## src/rtl/reg_rw_pkg.sv

```systemverilog
// Shared definitions for the register read-back / write engines.
// Both engines walk the same five-register sequence around BASE_REG.
package reg_rw_pkg;

    localparam int NUM_READS        = 5;
    localparam int DEFAULT_BASE_REG = 8;

    typedef enum logic [2:0] {
        ST_IDLE = 3'd0,
        ST_ARM  = 3'd1,
        ST_RD0  = 3'd2,
        ST_RD1  = 3'd3,
        ST_RD2  = 3'd4,
        ST_RD3  = 3'd5,
        ST_RD4  = 3'd6,
        ST_DONE = 3'd7
    } rr_state_t;

    // Offset of the register read in a given read state (0 for RD0).
    function automatic logic [2:0] rd_slot(input rr_state_t s);
        logic [2:0] k;
        k = 3'd0;
        unique case (s)
            ST_RD1:  k = 3'd1;
            ST_RD2:  k = 3'd2;
            ST_RD3:  k = 3'd3;
            ST_RD4:  k = 3'd4;
            default: k = 3'd0;
        endcase
        return k;
    endfunction

    // True in any of the five read states.
    function automatic logic is_rd(input rr_state_t s);
        return (s == ST_RD0) || (s == ST_RD1) || (s == ST_RD2) ||
               (s == ST_RD3) || (s == ST_RD4);
    endfunction

endpackage

```

## src/rtl/dffe_arn.sv

```systemverilog
// Single-bit flip-flop with enable and asynchronous active-low reset.
// Resets to 0; holds its value while en is low.
module dffe_arn (
    input  logic clk,
    input  logic rst_n,
    input  logic en,
    input  logic d,
    output logic q
);

    // Capture d on enabled rising edges; clear immediately on reset.
    always_ff @(posedge clk or negedge rst_n) begin
        if (!rst_n) begin
            q <= 1'b0;
        end else if (en) begin
            q <= d;
        end
    end

endmodule

```

## src/rtl/reg_reader.sv

```systemverilog
// Register-file read-back engine: on a go falling edge, reads r[BASE],
// then four neighbours up or down, and accumulates them into sum.
module reg_reader
    import reg_rw_pkg::*;
#(
    parameter int WIDTH    = 32,
    parameter int BASE_REG = DEFAULT_BASE_REG
) (
    input  logic             clock,
    input  logic             reset,
    input  logic             go,
    input  logic             direction,
    input  logic [WIDTH-1:0] rdata,
    output logic [4:0]       regnum,
    output logic [WIDTH-1:0] sum,
    output logic             busy,
    output logic             done
);

    // The walked window must stay inside r0..r31 without wrapping.
    if ((BASE_REG - (NUM_READS - 1) < 0) ||
        (BASE_REG + (NUM_READS - 1) > 31)) begin : g_bad_base
        $error("reg_reader: BASE_REG out of range 4..27");
    end

    localparam logic [4:0] BASE5 = 5'(BASE_REG);

    logic [2:0]       state_q;
    logic [2:0]       state_d;
    rr_state_t        state;
    rr_state_t        state_nx;
    logic             dir_q;
    logic             dir_d;
    logic             dir_en;
    logic [WIDTH-1:0] sum_q;
    logic [WIDTH-1:0] sum_d;
    logic [2:0]       slot;
    logic             in_rd;

    assign state   = rr_state_t'(state_q);
    assign state_d = state_nx;
    assign in_rd   = is_rd(state);
    assign slot    = rd_slot(state);

    // State register, one reusable flop per encoded bit.
    for (genvar i = 0; i < 3; i++) begin : g_state
        dffe_arn u_bit (
            .clk   (clock),
            .rst_n (reset),
            .en    (1'b1),
            .d     (state_d[i]),
            .q     (state_q[i])
        );
    end

    // Direction is sampled only on the ARM->RD0 transition.
    assign dir_en = (state == ST_ARM) && !go;
    assign dir_d  = direction;

    dffe_arn u_dir (
        .clk   (clock),
        .rst_n (reset),
        .en    (dir_en),
        .d     (dir_d),
        .q     (dir_q)
    );

    // Next-state logic: go arms/launches, read states advance freely.
    always_comb begin
        state_nx = state;
        unique case (state)
            ST_IDLE: if (go)  state_nx = ST_ARM;
            ST_ARM:  if (!go) state_nx = ST_RD0;
            ST_RD0:  state_nx = ST_RD1;
            ST_RD1:  state_nx = ST_RD2;
            ST_RD2:  state_nx = ST_RD3;
            ST_RD3:  state_nx = ST_RD4;
            ST_RD4:  state_nx = ST_DONE;
            ST_DONE: if (go)  state_nx = ST_ARM;
            default: state_nx = ST_IDLE;
        endcase
    end

    // Sum clears on entry to ARM and accumulates one read per RD cycle.
    always_comb begin
        sum_d = sum_q;
        if (state_nx == ST_ARM) begin
            sum_d = '0;
        end else if (in_rd) begin
            sum_d = sum_q + rdata;
        end
    end

    // Accumulator register; a reset discards any partial sum.
    always_ff @(posedge clock or negedge reset) begin
        if (!reset) begin
            sum_q <= '0;
        end else begin
            sum_q <= sum_d;
        end
    end

    // Read address decode: base in RD0, base +/- k in RDk, else 0.
    always_comb begin
        regnum = 5'd0;
        if (in_rd) begin
            if (dir_q) begin
                regnum = BASE5 + {2'b00, slot};
            end else begin
                regnum = BASE5 - {2'b00, slot};
            end
        end
    end

    assign sum  = sum_q;
    assign busy = in_rd;
    assign done = (state == ST_DONE);

endmodule

```

## config.mk

```make
export PLATFORM = sky130hd
export DESIGN_NAME = reg_reader
export DESIGN_NICKNAME = d
export VERILOG_FILES = /design/src/rtl/reg_rw_pkg.sv /design/src/rtl/dffe_arn.sv /design/src/rtl/reg_reader.sv
export SDC_FILE = /design/constraint.sdc
export NUM_CORES = 1
export LEC_CHECK = 0
export ABC_AREA = 1
export BUFFER_PORTS_ARGS = -buffer_cell sky130_fd_sc_hd__buf_2
export CAP_MARGIN = 10
export CORE_ASPECT_RATIO = 1.5
export CORE_MARGIN = 5
export CORE_UTILIZATION = 60
export CTS_CLUSTER_DIAMETER = 200
export DETAILED_ROUTE_END_ITERATION = 8
export MAX_ROUTING_LAYER = met4
export PLACE_DENSITY_LB_ADDON = 0.05
export SLEW_MARGIN = 0
export SYNTH_ARGS = -nofsm -noshare
export SYNTH_HDL_FRONTEND = slang
export SYNTH_SLANG_ARGS = --single-unit
```

## constraint.sdc

```tcl
create_clock -name clock -period 5.2 [get_ports clock]
set_input_delay 1.04 -clock clock [delete_from_list [all_inputs] [get_ports clock]]
set_output_delay 1.04 -clock clock [all_outputs]
set_load 0.05 [all_outputs]
```

==> impl_metrics.py <==
metrics = {
    "setup_path": {
        "path_class": "flop to primary output",
        "required_ps": 4160,
        "crit_path_max_incr_delay_ps": 530,
        "critPathLaunch": "g_state[2].u_bit.q",
        "crit_path_cell_trace": "nand2_2, nand2_1, or2_2, ha_1, nor2_1, a211oi_1, buf_2",
        "rrSetupSlack_ps": 2670,
        "worstPathArrival_ps": 2160,
        "start_kind": "flop",
        "critPathSlowestCell": "dfrtp_1",
        "critPathCapture": "regnum[1]",
        "reg2reg_depth": 11,
        "r2r_end": "sum[19]",
        "end_kind": "primary output",
        "worstReg2RegStart": "g_state[1].u_bit.q",
        "crit_fanout": 9,
    },
    "layout": {
        "final_nets": 843,
        "antenna_cells": 0,
        "drive_above_1_share_pct": 14.6,
        "final_common_cell": "nand2_1",
        "syn2layout_area_growth_pct": 10.3,
        "final_cell_mix": "303 x nand2_1, 128 x inv_1, 73 x buf_2",
        "final_core_util_pct": 68.0,
    },
    "sta": {
        "rsz0062_at_grt": "false",
        "fin_crit_sh_pct": 61.5,
        "finClkSkew_ps": 4.85,
        "worst_slack_ps": 2000,
        "slew_viol_final": 0,
        "setup_viol": 0,
        "tightest_slew_ps": 897,
        "period_needed_ps": 3200,
        "fin_tns_setup_ps": 0,
        "timing.final.hold_violations": 0,
        "timing.fmax_ghz": 0.313,
        "maxSlewHeadroom_pct": 40.2,
    },
    "clock_tree": {
        "cts_buffer_depth": 2,
        "insertion_delay_ps": 300,
        "cts_buffers": 5,
        "cts_sinks": 36,
        "cts-root-buf": "clkbuf_8",
        "htreeDepth": 2,
        "postCtsSetupBuffers": 0,
        "ctsHoldBuffers": 0,
        "clk_pin_slew_worst_paths_ps": 70,
        "ctsResizeCount": 0,
        "cts_tree": "built",
    },
    "logic_synthesis": {
        "synthAdderAreaFrac_pct": 10.5,
        "yosysTopAreaCell": "nand2_1",
        "synth_compound_area_share_pct": 4.91,
        "synth_edf_count": 0,
        "synthMuxAreaShare_pct": 0,
        "ys_types": 34,
        "avgSynthCellArea_um2": 6.02,
        "synth_top_family_by_area": "simple AND/OR/NAND/NOR gates",
        "synth-simple-area-share_pct": 45.6,
        "yosys_warnings": 0,
        "netlist_instances": 702,
        "synthFlopType": "dfrtp_1",
        "synth_area_leaders": "nand2_1 27%, dfrtp_1 21%, inv_1 11%",
        "netlist_area_um2": 4230,
        "yosys_register_bits": 36,
        "yosysSeqAreaShare_pct": 21.3,
        "synth-xor-area-share_pct": 3.11,
        "syn_nets": 773,
        "synth_top_area_share_pct": 26.9,
        "synthArstFlopShare_pct": 100,
    },
    "job": {
        "drv_cap": 0,
    },
    "global_route": {
        "grt_usage_pct": 29.5,
        "grt_pass1_wl_um": 20300,
        "grt_max_degree": 37,
        "grt_pass1_vias": 4497,
        "grt_antenna_before_repair": 0,
        "gr-total-overflow": 0,
    },
    "die": {
        "start_util_pct": 61.7,
        "pin_count": 75,
        "num_rows": 37,
        "die_w_um": 78.5,
        "core_area_um2": 6850,
        "die_h_um": 113,
        "dieArea_um2": 8860,
    },
    "place": {
        "port_buffers": 73,
        "dp_hpwl_um": 10000,
        "pre_cts_ws_ps": 2270,
        "globalplace.congestion": 0.966,
    },
    "route": {
        "via_per_inst": 5.19,
        "routed_wirelength_um": 12100,
        "firstDrtPassIters": 5,
        "drt_iter0_markers": 264,
        "postRouteAntennaNets": 0,
        "drt-wirelength-per-cell_um": 14.2,
        "drc": 0,
        "vias": 4419,
    },
    "worst_hold_path": {
        "hp-start": "sum[0]",
        "hp-class": "flop to flop",
    },
    "outcome": {
        "status": "finished, final reports clean",
    },
}
area by class of cell:
class	count	area [um2]
Fill cell	660	2190
Timing Repair Buffer	73	365
Clock buffer	8	90.1
Multi-Input combinational cell	526	2720
Inverter	130	490
Sequential cell	36	901
Tap cell	78	97.6
through the flow:
| stage | cell area, um2 | hold slack, ps | std cells |
|---|---|---|---|
| 2_1_floorplan | 4230 | 543 | 702 |
| 3_3_place_gp | 4570 | 476 | 843 |
| 3_5_place_dp | 4570 | 488 | 843 |
| 4_1_cts | 4660 | 509 | 851 |
| 5_1_grt | 4660 | 541 | 851 |
| 6_report | 4660 | 505 | 851 |
per-layer routing:
metal  part of all wire, %  wire [um]  vias to the layer above  track usage [%]
met5                     0          0                        -                -
met4                   5.0        606                        0             15.4
met3                   4.4        532                       46             4.06
met2                    53       6400                      127             54.2
met1                    38       4550                     1976             29.9
li1                      -          -                     2270                -
cells in the mapped netlist (3+ instances only):
master and n:
nand2_1 303, inv_1 128, nor2_1 46, dfrtp_1 36
ha_1 34, nand3_1 34, a21oi_1 23, nand3_2 15
xor2_1 13, nand4_1 7, nor3_1 7, buf_6 6
nand2_2 6, o21ai_0 6, nand3b_1 5, o21bai_1 5
and2_1 4, nor2_4 3
kinds of logic (layout without fill, tap and decap cells):
kind of cell | Yosys count | in the layout
adders and majority gates | 35 | 35
xor gates and xnor gates | 15 | 15
AOI/OAI and AO/OA | 37 | 37
other | 1 | 1
DFF | 36 | 36
buffers and inverters | 140 | 211
and+or+nand+nor | 438 | 438
worst max-delay path: cells and delay by family, from the launching register on:
family,cells,cell delay [ps]
adders and majority gates,1,280
and+or+nand+nor,4,560
DFF,1,530
AOI/OAI and AO/OA,1,190
buffers and inverters,1,300
worst min-delay path by stage:
stage	to	slack [ps]	depth (start not counted)
after floorplan	u_dir.q	540	2
after global placement	sum[0]	480	2
after detailed placement	sum[2]	490	2
after CTS	sum[6]	510	2
after global routing	sum[15]	540	2
final	sum[0]	510	2
flip-flops by register name, summed over array words and instances (netlist names):
register         count
g_state.u_bit.q      3
u_dir.q              1
sum                 32
Power is not shown: default switching activity piles up to over one toggle a cycle in this logic, so the estimate is an artifact.
